==> src/rtl/ahb_sram_bridge.sv <==
// AHB-Lite slave mapping a 32-bit little-endian region onto an 8-bit sync SRAM; one SRAM byte access per cycle.
// Data phase: write N cycles, read N+1 cycles (N = bytes); HREADYOUT stalls the bus, misaligned/oversized -> 2-cycle ERROR.
module ahb_sram_bridge #(
  parameter int ADDR_WIDTH = 13
) (
  input  logic                  HCLK,
  input  logic                  HRESETn,
  input  logic                  HSEL,
  input  logic [31:0]           HADDR,
  input  logic [1:0]            HTRANS,
  input  logic                  HWRITE,
  input  logic [2:0]            HSIZE,
  input  logic [31:0]           HWDATA,
  input  logic                  HREADY,
  output logic [31:0]           HRDATA,
  output logic                  HREADYOUT,
  output logic                  HRESP,
  output logic                  SRAM_CEN,
  output logic                  SRAM_WEN,
  output logic [ADDR_WIDTH-1:0] SRAM_A,
  output logic [7:0]            SRAM_D,
  input  logic [7:0]            SRAM_Q,
  output logic                  SRAM_OEN
);

  typedef enum logic [2:0] {
    ST_IDLE, ST_WRITE, ST_READ, ST_RDONE, ST_ERR1, ST_ERR2
  } state_t;

  state_t     state;
  logic [1:0] cnt;
  logic [1:0] n_m1;
  logic [1:0] lane;
  logic [1:0] byte_sel;
  logic [1:0] size_m1;
  logic       accept;
  logic       illegal;
  logic       last_cycle;
  logic       unused_bits;

  assign unused_bits = ^{HTRANS[0], HADDR[31:ADDR_WIDTH]};

  assign accept   = HSEL & HREADY & HTRANS[1];
  assign illegal  = (HSIZE > 3'd2) | ((HSIZE == 3'd1) & HADDR[0]) | ((HSIZE == 3'd2) & (|HADDR[1:0]));
  assign byte_sel = lane + cnt;
  assign SRAM_D   = HWDATA[{byte_sel, 3'b000} +: 8];
  assign SRAM_OEN = 1'b0;

  // Cycles in which the bus may present the next address phase.
  assign last_cycle = (state == ST_IDLE) | (state == ST_RDONE) | (state == ST_ERR2) |
                      ((state == ST_WRITE) & (cnt == n_m1));

  always_comb begin
    size_m1 = 2'd3;
    case (HSIZE)
      3'd0:    size_m1 = 2'd0;
      3'd1:    size_m1 = 2'd1;
      default: size_m1 = 2'd3;
    endcase
  end

  always_ff @(posedge HCLK or negedge HRESETn) begin
    if (!HRESETn) begin
      state     <= ST_IDLE;
      cnt       <= 2'd0;
      n_m1      <= 2'd0;
      lane      <= 2'd0;
      HRDATA    <= 32'd0;
      HREADYOUT <= 1'b1;
      HRESP     <= 1'b0;
      SRAM_CEN  <= 1'b1;
      SRAM_WEN  <= 1'b1;
      SRAM_A    <= '0;
    end else if (last_cycle) begin
      cnt <= 2'd0;
      if (accept && illegal) begin
        state     <= ST_ERR1;
        HREADYOUT <= 1'b0;
        HRESP     <= 1'b1;
        SRAM_CEN  <= 1'b1;
        SRAM_WEN  <= 1'b1;
      end else if (accept) begin
        state     <= HWRITE ? ST_WRITE : ST_READ;
        n_m1      <= size_m1;
        lane      <= HADDR[1:0];
        SRAM_A    <= HADDR[ADDR_WIDTH-1:0];
        SRAM_CEN  <= 1'b0;
        SRAM_WEN  <= ~HWRITE;
        HREADYOUT <= HWRITE & (HSIZE == 3'd0);
        HRESP     <= 1'b0;
        if (!HWRITE) begin
          HRDATA <= 32'd0;
        end
      end else begin
        state     <= ST_IDLE;
        HREADYOUT <= 1'b1;
        HRESP     <= 1'b0;
        SRAM_CEN  <= 1'b1;
        SRAM_WEN  <= 1'b1;
      end
    end else begin
      case (state)
        ST_WRITE: begin
          cnt       <= cnt + 2'd1;
          SRAM_A    <= SRAM_A + ADDR_WIDTH'(1);
          HREADYOUT <= ((cnt + 2'd1) == n_m1);
        end
        ST_READ: begin
          // SRAM_Q for this cycle's access became valid at the preceding negedge.
          HRDATA[{byte_sel, 3'b000} +: 8] <= SRAM_Q;
          if (cnt == n_m1) begin
            state     <= ST_RDONE;
            HREADYOUT <= 1'b1;
            SRAM_CEN  <= 1'b1;
            SRAM_WEN  <= 1'b1;
          end else begin
            cnt    <= cnt + 2'd1;
            SRAM_A <= SRAM_A + ADDR_WIDTH'(1);
          end
        end
        ST_ERR1: begin
          state     <= ST_ERR2;
          HREADYOUT <= 1'b1;
          HRESP     <= 1'b1;
        end
        default: begin
          state     <= ST_IDLE;
          HREADYOUT <= 1'b1;
          HRESP     <= 1'b0;
          SRAM_CEN  <= 1'b1;
          SRAM_WEN  <= 1'b1;
        end
      endcase
    end
  end

endmodule

==> config.mk <==
export PLATFORM = sky130hd
export DESIGN_NAME = ahb_sram_bridge
export DESIGN_NICKNAME = d
export VERILOG_FILES = /design/src/rtl/ahb_sram_bridge.sv
export SDC_FILE = /design/constraint.sdc
export NUM_CORES = 1
export LEC_CHECK = 0
export BUFFER_PORTS_ARGS = -buffer_cell sky130_fd_sc_hd__buf_2
export CORE_MARGIN = 2
export CORE_UTILIZATION = 43
export DETAILED_ROUTE_END_ITERATION = 8
export GPL_TIMING_DRIVEN = 0
export PLACE_DENSITY = 0.71
export SETUP_SLACK_MARGIN = 0.5
export SLEW_MARGIN = 40
export SYNTH_ARGS = -nofsm -noshare
export SYNTH_HDL_FRONTEND = slang
export SYNTH_SLANG_ARGS = --single-unit
==> constraint.sdc <==
create_clock -name HCLK -period 3.11 [get_ports HCLK]
set_input_delay 0.1555 -clock HCLK [delete_from_list [all_inputs] [get_ports HCLK]]
set_output_delay 0.1555 -clock HCLK [all_outputs]
set_load 0.05 [all_outputs]
==> results.sh, run 1 <==
export IMPL_status="completed"
export IMPL_dieHeight_um=91.3
export IMPL_slew_violations=0
export IMPL_first_pass_iters=5
export IMPL_pwr_share_comb_pct=63.6
export IMPL_hold_viol_final=0
export IMPL_r2r_start="cnt[0]"
export IMPL_yosysMostFrequentCell="dfrtp_1"
export IMPL_path_delay_family="multiplexers"
export IMPL_grt_max_degree=59
export IMPL_clock_power_share_pct=12.7
export IMPL_crit_path_start_kind="register"
export IMPL_tightest_slew_ps=676
export IMPL_async_flop_share_pct=100
export IMPL_synth_top_family_by_area="compound AO/OA/AOI/OAI gates"
export IMPL_drt_wl_total_um=9250
export IMPL_grt_pass1_vias=3090
export IMPL_synthMuxAreaShare_pct=8.01
export IMPL_required_ps=2950
export IMPL_die_w_um=91.3
export IMPL_ys_warn_count=0
export IMPL_met3WireLength_um=613
export IMPL_clock_fmax_mhz=406
export IMPL_htreeDepth=3
export IMPL_synthTopCellsByArea="dfrtp_1 42%, mux4_2 5.5%, a32o_1 5.2%"
export IMPL_timing_final_crit_share_pct=79.2
export IMPL_path_class="register to primary output"
export IMPL_antenna_found_initial=0
export IMPL_finalClockSkew_ps=11.2
export IMPL_yosys_area_share_simple_pct=14.9
export IMPL_top_layer="met4"
export IMPL_synth_seq_area_share_pct=44.4
export IMPL_overflow=0
export IMPL_yosys_area_share_adder_pct=1.53
export IMPL_vias_per_cell=5.75
export IMPL_synth_xor_area_share_pct=1.79
export IMPL_ys_top_cells_by_count="55 x dfrtp_1, 25 x nor2_1, 20 x nand2_1, 17 x a32o_1, 16 x a22o_1"
export IMPL_syn_nets=387
export IMPL_drt_initial_drc_count=178
export IMPL_syn_inst=301
export IMPL_antennaDiodeCount=0
export IMPL_crit_fanout=10
export IMPL_hp_start="HADDR[6]"
export IMPL_path_clk_slew_ps=70
export IMPL_place_congestion=0.840
export IMPL_rows=31
export IMPL_final_antenna_net_count=0
export IMPL_synth_flop_cell="dfrtp_1"
export IMPL_cts_tree="done"
export IMPL_p_leak_nw=2.04
export IMPL_drive_gt1_share_pct=41.2
export IMPL_cts_buffer_depth=2
export IMPL_reg2reg_to="HRDATA[12]"
export IMPL_synthDistinctLibCells=65
export IMPL_p_per_area_nw_per_um2=1280
export IMPL_setup_tns_ps=0
export IMPL_sequentialPowerShare_pct=23.8
export IMPL_syn_avg_cell_area_um2=10.9
export IMPL_synth_edff_count=0
export IMPL_path_buf_inv=2
export IMPL_grtUsageTotal_pct=22.7
export IMPL_dieArea_um2=8340
export IMPL_regToRegSetupSlack_ps=720
export IMPL_netlist_top_cell_by_area="dfrtp_1"
export IMPL_cp_arrival_ps=2310
export IMPL_cp_end_kind="primary output"
export IMPL_cpPeakStageDelay_ps=540
export IMPL_grt_setup_unrepaired="false"
export IMPL_post_route_min_period_ps=2460
export IMPL_final_nets=520
export IMPL_syn_area_um2=3280
export IMPL_setup_viol=0
export IMPL_path_cells="ha_2 > clkbuf_4 > mux4_2 > buf_2"
export IMPL_hold_end="SRAM_A[6]"
export IMPL_slowest_stage="mux4_2"
export IMPL_cts_sinks=58
export IMPL_remaining_drc_errors=0
export IMPL_clock_latency_ps=330
export IMPL_synth_top_cell_area_share_pct=42.0
export IMPL_coreArea_um2=7330
export IMPL_final_util_pct=58.3
export IMPL_io_buffers=118
export IMPL_grt_pass1_wl_um=15200
export IMPL_switchingPower_mw=2.92
export IMPL_hp_class="primary input to register"
export IMPL_routedWlPerCell_um=17.2
export IMPL_vias=3096
export IMPL_dr_wl_met2_um=4530
export IMPL_min_path_cells=3
export IMPL_drv_cap=0
export IMPL_p_sw_share_pct=53.3
export IMPL_reg2reg_depth=8
export IMPL_area_growth_pct=30.3
export IMPL_ys_ff_latch=58
export IMPL_pin_count=140
export IMPL_p_int_mw=2.56
export IMPL_numCtsBuffers=9
export IMPL_relSlewSlack_pct=54.8
export IMPL_root_buffer="clkbuf_8"
export IMPL_synth_compound_area_share_pct=25.4
export IMPL_met1_length_um=4010
export IMPL_initial_core_util_pct=44.7
export IMPL_ir_worst_vdd_mv=0.819
export IMPL_hpwl_um=6790
## metal layers
layer | vias to the layer above | track usage [%]
li1 | 1445 | -
met1 | 1503 | 29.6
met2 | 138 | 37.7
met3 | 10 | 4.73
met4 | 0 | 7.70
met5 | - | 0
## worst register-to-register path, delay by kind of cell (launching register included)
family | cells | cell delay (ps)
AOI/OAI and AO/OA | 1 | 220
xor gates and xnor gates | 2 | 360
adders and majority gates | 2 | 630
buffers and inverters | 1 | 210
DFF | 1 | 450
and+or+nand+nor | 2 | 460
## stage by stage
step           cells  hold slack [ps]  power [mW]  setup WS, ps  instance area, µm²
4_1_cts          535             99.4        5.40           489                4220
5_1_grt          538              100        5.79           551                4270
3_5_place_dp     518              264        4.68          93.4                4000
6_report         538              106        5.47           648                4270
3_3_place_gp     518              445        4.61           256                3990
2_1_floorplan    301             -140        3.91           702                3280
## kinds of logic (layout without fill, tap and decap cells)
kind of cell	after synthesis	in the layout
other	1	1
multiplexers	16	16
flip-flops	58	58
AND/OR/NAND/NOR	93	93
adder cells (fa/ha/maj)	4	4
AO/OA/AOI/OAI	99	99
buffers and inverters	25	163
XOR/XNOR	5	5
## state kept, by name (all words and copies together), names as in the netlist
register and cells:
SRAM_WEN 1, SRAM_CEN 1, HRESP 1, lane 2, HRDATA 32, HREADYOUT 1, n_m1 2, SRAM_A 13
cnt 2, state 3
## cell usage in the layout (no fill, tap or decap), types with 7 or more instances in the layout
cell type,count
buf_2,120
dfrtp_1,55
nor2_1,24
nand2_1,20
a32o_1,17
a22o_1,16
nor3_1,10
o22ai_1,10
clkbuf_8,10
inv_1,9
mux4_2,8
clkbuf_1,7
nand3_1,7
o21ai_0,7
o2bb2ai_1,7
## what timing repair did
action	4_1_cts	5_1_grt
endpoints found under the hold margin	55	0
endpoints found under the setup margin	38	38
hold buffers	1	0
resized for setup	4	8
pin swaps	0	2
setup buffers	0	1
## power groups by stage
stage	sequential, mW	clock (mW)	combinational, mW
2_1_floorplan	2.05	0	1.86
4_1_cts	1.29	0.700	3.41
6_report	1.30	0.694	3.48
3_3_place_gp	1.30	0	3.32
5_1_grt	1.34	0.746	3.70
3_5_place_dp	1.30	0	3.37
## layout make-up
class	count	area [µm²]
fillers	651	3060
multi-input cells	218	1730
flip-flops and latches	58	1460
repair buffers	122	636
clock buffers	11	141
well taps	99	124
plain buffers	16	101
clock inverters	5	53.8
inverters	9	33.8
## how the worst max path moves through the flow
stage               startpoint         end  slack (ps)  depth (start not counted)
global route            cnt[0]   SRAM_D[2]         550                          4
global placement        cnt[0]  HRDATA[17]         260                          8
floorplan               cnt[0]  HRDATA[16]         700                          8
CTS                     cnt[0]  HRDATA[12]         490                          8
finish                  cnt[0]   SRAM_D[2]         650                          4
detailed placement      cnt[0]  HRDATA[20]          90                          8
Note: power is estimated with default switching activity, not from simulation.
==> run 2: changes to the inputs <==
- PLACE_DENSITY: 0.71 -> 0.74
- clock period: 3.11 -> 2 ns (I/O delays scaled with it)
==> run 2 against run 1 <==
The flow now finishes with violations (negative setup slack). Sequential share of layout area is 6.0 points lower. Die area is the same. Highest routed layer unchanged. Global-route usage grew 2.5 points. Core utilization grew 13 points. Largest power group unchanged. Via count grew 13%. First-iteration DRC count is 25% higher. Non-clock buffer count increased by 43. Hold slack worse by 77 ps. Critical path depth rose by 6.
==> results.sh, run 2 (synthesis results as in run 1) <==
export IMPL_status="complete, but fails checks"
export IMPL_violations="negative setup slack"
export IMPL_seqCellArea_um2=1470
export IMPL_clock_latency_ps=350
export IMPL_final_common_cell="buf_2"
export IMPL_coreArea_um2=7330
export IMPL_htreeDepth=3
export IMPL_final_cells=581
export IMPL_p_per_area_nw_per_um2=2130
export IMPL_largest_reg_flops=32
export IMPL_slowest_stage="dfrtp_2"
export IMPL_path_class="register to register"
export IMPL_reg2reg_to="HRDATA[25]"
export IMPL_cts_sinks=58
export IMPL_regToRegSetupSlack_ps=-180
export IMPL_ir_worst_vdd_mv=1.03
export IMPL_fillCellCount=472
export IMPL_hold_viol_final=0
export IMPL_slew_violations=0
export IMPL_final_nets=563
export IMPL_first_pass_iters=5
export IMPL_die_w_um=91.3
export IMPL_crit_start="cnt[0]"
export IMPL_initial_core_util_pct=44.7
export IMPL_hp_class="primary input to register"
export IMPL_drt_initial_drc_count=223
export IMPL_reg2reg_depth=10
export IMPL_required_ps=2240
export IMPL_cts_tree="done"
export IMPL_pin_count=140
export IMPL_hp_start="HADDR[8]"
export IMPL_place_congestion=0.838
export IMPL_hold_end="SRAM_A[8]"
export IMPL_final_antenna_net_count=0
export IMPL_vias=3492
export IMPL_grt_setup_unrepaired="true"
export IMPL_grtUsageTotal_pct=25.3
export IMPL_overflow=0
export IMPL_crit_path_start_kind="register"
export IMPL_power_total_mw=11.1
export IMPL_timing_final_crit_share_pct=109
export IMPL_grt_max_degree=59
export IMPL_cts_buffer_depth=2
export IMPL_remaining_drc_errors=0
export IMPL_top_register="HRDATA"
export IMPL_numCtsBuffers=9
export IMPL_root_buffer="clkbuf_8"
export IMPL_min_path_cells=3
export IMPL_path_clk_slew_ps=80
export IMPL_placed_cells=518
export IMPL_setup_viol=57
export IMPL_dieArea_um2=8340
export IMPL_area_growth_pct=59.5
export IMPL_cp_end_kind="register"
export IMPL_drv_cap=0
export IMPL_grt_pass1_vias=3279
export IMPL_cp_arrival_ps=2420
export IMPL_post_route_min_period_ps=2180
export IMPL_path_cells="buf_4 > buf_6 > xnor2_4 > a211oi_4 > buf_4 > nor3_4 > nand2b_4 > buf_6 > clkbuf_16 > a32o_1"
export IMPL_grt_pass1_wl_um=16600
export IMPL_r2r_start="cnt[0]"
export IMPL_drt_wl_total_um=11400
export IMPL_crit_fanout=5
export IMPL_routedWlPerCell_um=19.7
export IMPL_clock_fmax_mhz=459
export IMPL_relSlewSlack_pct=60.4
export IMPL_final_cell_mix="110 x buf_2, 45 x dfrtp_1, 32 x buf_6"
export IMPL_io_buffers=118
export IMPL_hpwl_um=6800
export IMPL_rows=31
export IMPL_final_setup_worst_slack_ps=-179
export IMPL_multi_input_area_um2=2110
export IMPL_cpPeakStageDelay_ps=430
export IMPL_reg_largest_list="HRDATA x32, SRAM_A x13, state x3"
export IMPL_drive_gt1_share_pct=58.5
export IMPL_antennaDiodeCount=0
export IMPL_vias_per_cell=6.01
export IMPL_dieHeight_um=91.3
export IMPL_tightest_slew_ps=594
export IMPL_antenna_found_initial=0
export IMPL_finalClockSkew_ps=9.95
export IMPL_p_leak_nw=2.41
[run 2: how the worst max path moves through the flow]
stage,depth (start not counted),slack (ps),endpoint
floorplan,8,30,HRDATA[0]
global placement,6,-190,HRDATA[26]
detailed placement,6,-210,HRDATA[28]
CTS,6,-110,SRAM_D[7]
global route,9,-250,HRDATA[3]
finish,10,-180,HRDATA[25]
[run 2: worst max-delay path: cells and delay by family, from the launching register on]
kind	cells	cell delay, ps
AOI/OAI and AO/OA	2	380
xor gates and xnor gates	1	260
buffers and inverters	5	720
DFF	1	430
and+or+nand+nor	2	290
[run 2: power by group]
part / internal [mW] / switching [mW] / total, mW
registers: 1.64 / 0.466 / 2.11
logic: 3.42 / 4.61 / 8.03
clock network: 0.482 / 0.521 / 1.00
total: 5.54 / 5.60 / 11.1
[run 2: final cells by class]
class | count | share of cell area [%]
Multi-Input combinational cell | 218 | 40.4
Sequential cell | 58 | 28.1
Timing Repair Buffer | 165 | 21.7
Buffer | 16 | 3.40
Clock buffer | 10 | 2.63
Tap cell | 99 | 2.37
Clock inverter | 6 | 0.789
Inverter | 9 | 0.646
[run 2: stage by stage]
stage / hold WS, ps / worst slack (ps) / area, µm² / setup TNS, ps / util, %
2_1_floorplan: -196 / 31.6 / 3450 / 0 / -
3_3_place_gp: 375 / -194 / 4160 / -4020 / 56.8
3_5_place_dp: 214 / -212 / 4160 / -4430 / 56.8
4_1_cts: 26.1 / -107 / 4890 / -897 / 66.7
5_1_grt: 22.7 / -249 / 5230 / -9910 / 71.3
6_report: 29.0 / -179 / 5230 / -6220 / 71.3
[run 2: timing repair]
item / CTS / global route
hold endpoints to repair: 55 / 0
setup buffers: 29 / 9
pin swaps: 28 / 38
endpoints found under the setup margin: 66 / 66
gates resized for setup: 62 / 48
hold buffers: 1 / 0
cloned: 3 / 4
[run 2: metal layers]
layer  wire, µm  global-route usage [%]
met5          0                       0
met4        313                    9.47
met3        803                    4.73
met2       5960                    44.4
met1       4360                    30.8
==> run 3: changes to the inputs <==
- PLACE_DENSITY: 0.74 -> 0.77
==> run 3 against run 2 <==
The run still ends with negative setup slack left. Sequential share of layout area up 1.2 points. Hold slack better by 11 ps. Clock power down 4%. Largest power group unchanged. Highest routed layer unchanged.
==> results.sh, run 3 (synthesis results as in run 1) <==
export IMPL_grtUsageTotal_pct=25.5
export IMPL_clock_fmax_mhz=479
export IMPL_final_antenna_net_count=0
export IMPL_initial_core_util_pct=44.7
export IMPL_hold_viol_final=0
export IMPL_drt_wl_total_um=10800
export IMPL_drt_initial_drc_count=215
export IMPL_p_leak_nw=2.31
export IMPL_cts_sinks=58
export IMPL_timing_final_crit_share_pct=104
export IMPL_violations="negative setup slack"
export IMPL_rows=31
export IMPL_path_clk_slew_ps=70
export IMPL_post_route_min_period_ps=2090
export IMPL_area_growth_pct=52.9
export IMPL_drive_gt1_share_pct=54.6
export IMPL_final_common_cell="buf_2"
export IMPL_grt_max_degree=59
export IMPL_p_per_area_nw_per_um2=2110
export IMPL_dieArea_um2=8340
export IMPL_status="complete, but fails checks"
export IMPL_antennaDiodeCount=0
export IMPL_switchingPower_mw=5.34
export IMPL_hp_class="primary input to register"
export IMPL_cts_buffer_depth=2
export IMPL_place_congestion=0.872
export IMPL_ir_worst_vdd_mv=1.26
export IMPL_overflow=0
export IMPL_pin_count=140
export IMPL_final_util_pct=68.4
export IMPL_routedWlPerCell_um=19.0
export IMPL_root_buffer="clkbuf_8"
export IMPL_numCtsBuffers=9
export IMPL_p_sw_share_pct=50.6
export IMPL_io_buffers=118
export IMPL_coreArea_um2=7330
export IMPL_dieHeight_um=91.3
export IMPL_top_register="HRDATA"
export IMPL_dp_slack_ps=-199
export IMPL_holdWs_ps=39.8
export IMPL_hpwl_um=6720
export IMPL_remaining_drc_errors=0
export IMPL_pwr_share_comb_pct=71.1
export IMPL_tightest_slew_ps=583
export IMPL_required_ps=1900
export IMPL_grt_setup_unrepaired="true"
export IMPL_setup_viol=25
export IMPL_antenna_found_initial=0
export IMPL_grt_pass1_vias=3375
export IMPL_final_cell_mix="109 x buf_2, 45 x dfrtp_1, 23 x buf_6"
export IMPL_sequentialPowerShare_pct=19.8
export IMPL_p_int_mw=5.22
export IMPL_die_w_um=91.3
export IMPL_largest_reg_flops=32
export IMPL_first_pass_iters=5
export IMPL_clock_latency_ps=340
export IMPL_relSlewSlack_pct=61.1
export IMPL_slew_violations=0
export IMPL_htreeDepth=3
export IMPL_grt_pass1_wl_um=16700
export IMPL_vias_per_cell=5.96
export IMPL_cp_end_kind="primary output"
export IMPL_finalClockSkew_ps=7.34
export IMPL_cp_arrival_ps=1990
export IMPL_crit_fanout=6
export IMPL_final_nets=550
export IMPL_clock_power_share_pct=9.1
export IMPL_reg_largest_list="HRDATA x32, SRAM_A x13, state x3"
export IMPL_vias=3386
export IMPL_drv_cap=0
export IMPL_path_class="register to primary output"
export IMPL_crit_path_start_kind="register"
export IMPL_final_setup_worst_slack_ps=-89.2
export IMPL_cts_tree="done"
run 3: cell types whose count changed in the layout (fill, tap and decap cells not counted), sizes merged:
cell / previous run / this run
buf: 173 / 160
clkbuf: 17 / 18
clkinv: 2 / 3
clkinvlp: 3 / 2
inv: 10 / 9
run 3: metal layers:
layer / track usage [%] / share of wire, % / vias up
met5: 0 / 0 / -
met4: 11.7 / 2.1 / 0
met3: 4.73 / 6.9 / 23
met2: 44.6 / 51 / 182
met1: 30.4 / 40 / 1678
li1: - / - / 1503
run 3: through the flow:
stage	TNS, ps	total power [mW]	cell area, µm²	std cells
floorplan	0	6.51	3450	301
global placement	-3680	7.57	4160	518
detailed placement	-4800	7.66	4160	518
CTS	-1030	9.96	4810	561
global route	-2930	11.0	5010	568
finish	-1150	10.6	5010	568
run 3: power groups by stage:
| stage | combinational (mW) | clock (mW) | sequential [mW] |
|---|---|---|---|
| CTS | 6.93 | 0.975 | 2.06 |
| finish | 7.51 | 0.959 | 2.09 |
| global route | 7.83 | 1.02 | 2.15 |
| floorplan | 3.27 | 0 | 3.23 |
| global placement | 5.52 | 0 | 2.05 |
| detailed placement | 5.60 | 0 | 2.07 |
run 3: worst max-delay path: stages, from the launching register on:
cell,delay (ps)
dfrtp_2,430
ha_4,180
xor2_4,160
xnor2_4,190
clkbuf_8,190
mux4_2,310
buf_8,170
run 3: timing repair:
action	in CTS	in global routing
hold buffers	1	0
gates cloned	4	1
setup endpoints to repair	66	66
pin swaps	29	13
buffers inserted	22	5
endpoints found under the hold margin	55	0
resized for setup	56	33
run 3: final timing paths:
| kind | startpoint | endpoint | slack, ps | cells past startpoint |
|---|---|---|---|---|
| worst max-delay path | cnt[0] | SRAM_D[5] | -90 | 6 |
| worst min-delay path | HADDR[10] | SRAM_A[10] | 40 | 3 |
| worst max register to register | cnt[0] | SRAM_A[7] | -70 | 9 |
| worst min register to register | HREADYOUT | HREADYOUT | 480 | 2 |
| max in group asynchronous | HRESETn | SRAM_A[4] | 1340 | 3 |
| min in group asynchronous | HRESETn | SRAM_A[10] | 150 | 2 |
run 3: layout make-up:
cell class,instances,area [µm²]
repair buffers,152,996
multi-input cells,218,2040
clock buffers,11,141
plain buffers,16,176
flip-flops and latches,58,1470
inverters,9,33.8
well taps,99,124
fillers,509,2320
clock inverters,5,30.0
